**src/rtl/wbu.sv**
```systemverilog
// wbu: writeback/commit stage, one commit pulse per accepted instruction.
// Define WBU_LOAD_TIMEOUT_EN to abort loads stuck in WAIT_MEM.
module wbu #(
    parameter int               XLEN     = 32,
    parameter logic [XLEN-1:0]  RESET_PC = 32'h80000000,
    parameter int               TIMEOUT  = 255
) (
    input  logic            clk_i,
    input  logic            rst_i,
    input  logic            ex_valid_i,
    output logic            ex_ready_o,
    input  logic [XLEN-1:0] ex_pc_i,
    input  logic [XLEN-1:0] ex_npc_i,
    input  logic [XLEN-1:0] ex_res_i,
    input  logic [4:0]      ex_rd_i,
    input  logic            ex_rd_wen_i,
    input  logic            ex_is_load_i,
    input  logic            ex_csr_wen_i,
    input  logic [11:0]     ex_csr_addr_i,
    input  logic [XLEN-1:0] ex_csr_wdata_i,
    input  logic            lsu_rvalid_i,
    input  logic [XLEN-1:0] lsu_rdata_i,
    output logic            rf_wen_o,
    output logic [4:0]      rf_waddr_o,
    output logic [XLEN-1:0] rf_wdata_o,
    output logic            csr_wen_o,
    output logic [11:0]     csr_waddr_o,
    output logic [XLEN-1:0] csr_wdata_o,
    output logic            pc_wen_o,
    output logic [XLEN-1:0] pc_o,
    output logic            commit_valid_o,
    output logic [XLEN-1:0] commit_pc_o,
    output logic            load_err_o
);

    typedef enum logic [1:0] {IDLE, WAIT_MEM, COMMIT} state_t;

    state_t          state;
    logic [XLEN-1:0] l_pc;
    logic [XLEN-1:0] l_npc;
    logic [4:0]      l_rd;
    logic            l_rd_wen;
    logic            l_csr_wen;
    logic [11:0]     l_csr_addr;
    logic [XLEN-1:0] l_csr_wdata;
    logic            xfer;

    assign ex_ready_o = (state == IDLE) || (state == COMMIT);
    assign xfer       = ex_valid_i & ex_ready_o;

`ifdef WBU_LOAD_TIMEOUT_EN
    logic [7:0] tmo_cnt;
`else
    assign load_err_o = 1'b0;
`endif

    always_ff @(posedge clk_i) begin
        if (rst_i) begin
            state          <= IDLE;
            rf_wen_o       <= 1'b0;
            rf_waddr_o     <= '0;
            rf_wdata_o     <= '0;
            csr_wen_o      <= 1'b0;
            csr_waddr_o    <= '0;
            csr_wdata_o    <= '0;
            pc_wen_o       <= 1'b0;
            pc_o           <= RESET_PC;
            commit_valid_o <= 1'b0;
            commit_pc_o    <= '0;
            l_pc           <= '0;
            l_npc          <= '0;
            l_rd           <= '0;
            l_rd_wen       <= 1'b0;
            l_csr_wen      <= 1'b0;
            l_csr_addr     <= '0;
            l_csr_wdata    <= '0;
`ifdef WBU_LOAD_TIMEOUT_EN
            tmo_cnt        <= '0;
            load_err_o     <= 1'b0;
`endif
        end else begin
            rf_wen_o       <= 1'b0;
            csr_wen_o      <= 1'b0;
            pc_wen_o       <= 1'b0;
            commit_valid_o <= 1'b0;
`ifdef WBU_LOAD_TIMEOUT_EN
            load_err_o     <= 1'b0;
`endif
            unique case (state)
                IDLE, COMMIT: begin
                    if (xfer) begin
                        l_pc        <= ex_pc_i;
                        l_npc       <= ex_npc_i;
                        l_rd        <= ex_rd_i;
                        l_rd_wen    <= ex_rd_wen_i;
                        l_csr_wen   <= ex_csr_wen_i;
                        l_csr_addr  <= ex_csr_addr_i;
                        l_csr_wdata <= ex_csr_wdata_i;
                        if (ex_is_load_i) begin
                            state <= WAIT_MEM;
`ifdef WBU_LOAD_TIMEOUT_EN
                            tmo_cnt <= '0;
`endif
                        end else begin
                            // Non-loads commit straight from the inputs.
                            state          <= COMMIT;
                            rf_wen_o       <= ex_rd_wen_i & (ex_rd_i != 5'd0);
                            rf_waddr_o     <= ex_rd_i;
                            rf_wdata_o     <= ex_res_i;
                            csr_wen_o      <= ex_csr_wen_i;
                            csr_waddr_o    <= ex_csr_addr_i;
                            csr_wdata_o    <= ex_csr_wdata_i;
                            pc_wen_o       <= 1'b1;
                            pc_o           <= ex_npc_i;
                            commit_valid_o <= 1'b1;
                            commit_pc_o    <= ex_pc_i;
                        end
                    end else begin
                        state <= IDLE;
                    end
                end
                WAIT_MEM: begin
                    if (lsu_rvalid_i) begin
                        state          <= COMMIT;
                        rf_wen_o       <= l_rd_wen & (l_rd != 5'd0);
                        rf_waddr_o     <= l_rd;
                        rf_wdata_o     <= lsu_rdata_i;
                        csr_wen_o      <= l_csr_wen;
                        csr_waddr_o    <= l_csr_addr;
                        csr_wdata_o    <= l_csr_wdata;
                        pc_wen_o       <= 1'b1;
                        pc_o           <= l_npc;
                        commit_valid_o <= 1'b1;
                        commit_pc_o    <= l_pc;
`ifdef WBU_LOAD_TIMEOUT_EN
                    end else if (tmo_cnt == 8'(TIMEOUT - 1)) begin
                        // Give up on the load: retire it without a GPR write.
                        state          <= COMMIT;
                        load_err_o     <= 1'b1;
                        csr_wen_o      <= l_csr_wen;
                        csr_waddr_o    <= l_csr_addr;
                        csr_wdata_o    <= l_csr_wdata;
                        pc_wen_o       <= 1'b1;
                        pc_o           <= l_npc;
                        commit_valid_o <= 1'b1;
                        commit_pc_o    <= l_pc;
                    end else begin
                        tmo_cnt <= tmo_cnt + 8'd1;
`endif
                    end
                end
                default: state <= IDLE;
            endcase
        end
    end

endmodule

```
**config.mk**
```make
export PLATFORM = sky130hd
export DESIGN_NAME = wbu
export DESIGN_NICKNAME = d
export VERILOG_FILES = /design/src/rtl/wbu.sv
export SDC_FILE = /design/constraint.sdc
export NUM_CORES = 1
export LEC_CHECK = 0
export BUFFER_PORTS_ARGS = -buffer_cell sky130_fd_sc_hd__buf_2
export CAP_MARGIN = 20
export CORE_ASPECT_RATIO = 0.5
export CORE_MARGIN = 3
export CORE_UTILIZATION = 30
export DETAILED_ROUTE_END_ITERATION = 16
export PLACE_DENSITY = 0.61
export SYNTH_ARGS = -nofsm -noshare
export SYNTH_HDL_FRONTEND = slang
export SYNTH_SLANG_ARGS = --single-unit
```
**constraint.sdc**
```tcl
create_clock -name clk_i -period 3.3 [get_ports clk_i]
set_input_delay 0.165 -clock clk_i [delete_from_list [all_inputs] [get_ports clk_i]]
set_output_delay 0.165 -clock clk_i [all_outputs]
set_load 0.01 [all_outputs]
```
==> out/metrics.cfg <==
[grt]
antenna_found_initial=3
track_usage_pct=18.2
gr-usage-met2_pct=30.7
grt_pass1_wl_um=60700
use_met3_pct=3.26
grtUsageMet1_pct=22.2
grt_overflow=0
grt_pass1_vias=11236
grt_max_degree=148
globalRoute.busiestLayer=met2

[drt]
vias=11341
routed_wl_um=38300
wl_per_cell_um=16.8
ant_nets=0
drc=0
detail_route.iter0.violations=749
dr.pass1.iters=5
vias_per_cell=4.98

[placement]
pre_cts_slack_ns=1.20
dp.cells=2049
place.gp.congestion=0.814
portBuffers=333
dpl.hpwl_um=22500

[worst_setup_path]
critical_path_cell_count=5
crit_chain=and3b_4, or2_4, buf_12, a311oi_2, dlygate4sd3_1
critPathBufInv=2
r2r_cells=5
critPathMaxFanout=44
critPathKind=register to register
worstPathRequired_ns=3.71
critPathSlowestCell=dfxtp_1
critPathTopFamily=buffers and inverters
end_kind=register
max_stage_delay_ns=0.61
start_kind=register
critPathArrivalTime_ns=3.07

[yosys]
synth_flop_cell=dfxtp_1
synth_warnings=0
synth_area_leaders=dfxtp_1, nand2_1, a311oi_2
synthCells=1352
synth_area_um2=11400
synth-seq-area-share_pct=46.4
yosysTopAreaCell=dfxtp_1
synth_edf_count=0
synthArstFlopShare_pct=0
yosys.area.top_type_share_pct=46.4
syn_avg_cell_area_um2=8.45
synth_seq_cells=265
synth_nets=1536
synth_cell_types=29

[sta]
rsz0062_at_grt=no
tns_ns=0
max_slew_margin_pct=33.3
fin_hold_ws_ns=0.182
setup_ws_ns=0.638
setup-violations-final=0
tightest_slew_ns=1.00
fin_crit_ns=2.66
max_freq_mhz=376
hold_viol_final=0
clock_skew_ns=0.0170
slew_viol_final=0
fin_crit_sh_pct=80.7

[cts]
cts_buffers=27
clk_pin_slew_ns=0.06
cts_resized=0
clk_latency_ns=0.53
clock_sinks=265
cts_tree=built
h-tree-depth=1
cts_buffer_depth=3
cts-root-buf=clkbuf_16

[pwr]
power.density_nw_per_um2=514
vdd_drop_max_mv=0.309
power.leakage_nw=6.61

[final_layout]
register_area_um2=5310
final_cell_mix=nand2_1, buf_2, dfxtp_1
area_growth_pct=39.6
layout-drive-gt1-share_pct=28.5
fillerInstances=3586
multi_input_area_um2=5390
num-nets-final=1959
instances_no_fill=2278
finish.utilization_pct=43.4
final_common_cell=nand2_1

[status]
status=completed

[flow_run]
maxCapViolCount=0

[floorplan]
row_count=49
ioPinCount=335
start_util_pct=31.1
fp.dieH_um=144
die_w_um=282
core_area_um2=36700
die_area_um2=40600

[hold_path]
hp-class=input pin to register
whs_path_depth=2

-- timing repair --
action | CTS | global route
hold buffers | 181 | 0
setup buffers | 0 | 0
hold endpoints to repair | 262 | 0
-- stage by stage --
| step | power (mW) | area, um2 |
|---|---|---|
| 2_1_floorplan | 4.47 | 11400 |
| 3_3_place_gp | 4.93 | 13200 |
| 3_5_place_dp | 4.95 | 13200 |
| 4_1_cts | 8.29 | 15900 |
| 5_1_grt | 8.57 | 15900 |
| 6_report | 8.19 | 16000 |
-- per-layer routing --
metal  vias up  share of wire (%)
li1       5525                  -
met1      5401                 41
met2       293                 49
met3       122                4.1
met4         0                5.8
met5         -                  0
-- sequential cells by signal, indices dropped and copies added, names as in the netlist, 12 cells and up --
name,cells
commit_pc_o,32
csr_waddr_o,12
csr_wdata_o,32
l_csr_addr,12
l_csr_wdata,32
l_npc,32
l_pc,32
pc_o,32
rf_wdata_o,32
-- synthesized netlist by cell type (2+ instances only) --
library cell,n
dfxtp_1,265
or4_1,2
nor3_1,144
buf_6,18
and2_1,2
a21oi_1,115
clkbuf_1,59
buf_4,9
nand2b_1,2
a311oi_1,35
inv_1,2
nor2b_1,2
nand2_1,518
nor2_1,5
buf_2,52
a311oi_2,109
-- power breakdown --
| group | switching, mW | internal (mW) |
|---|---|---|
| clock | 1.27 | 1.85 |
| combinational | 0.838 | 0.666 |
| sequential | 0.123 | 3.45 |
-- area by class of cell --
class / instances / area share (%)
flip-flops and latches: 265 / 33.3
diodes: 4 / 0.0628
clock inverters: 9 / 0.777
multi-input cells: 946 / 33.8
repair buffers: 533 / 23.5
well taps: 484 / 3.80
clock buffers: 35 / 4.80
inverters: 2 / 0.0471
-- worst register-to-register path, delay by kind of cell, from the launching register on --
family | cells | cell delay, ns
DFF | 1 | 0.61
AOI/OAI and AO/OA | 1 | 0.20
and+or+nand+nor | 2 | 0.78
buffers and inverters | 2 | 0.96
-- final timing paths --
kind                            startpoint              to  slack (ns)
worst max-delay path              state[0]  rf_wdata_o[12]        0.64
worst min-delay path                 rst_i        state[0]        0.18
worst max register to register    state[0]  rf_wdata_o[12]        0.64
worst min register to register   l_npc[24]       l_npc[24]        0.45
-- cells by family (layout without fill, tap and decap cells) --
family          count (synthesis)  count (layout)  synth area share (%)
flops                         265             265                  46.4
compound gates                266             266                  22.5
simple gates                  679             679                  24.3
other cells                     1               5                0.0328
buf+inv                       141             579                  6.68
Note: power is estimated with default switching activity, not from simulation.
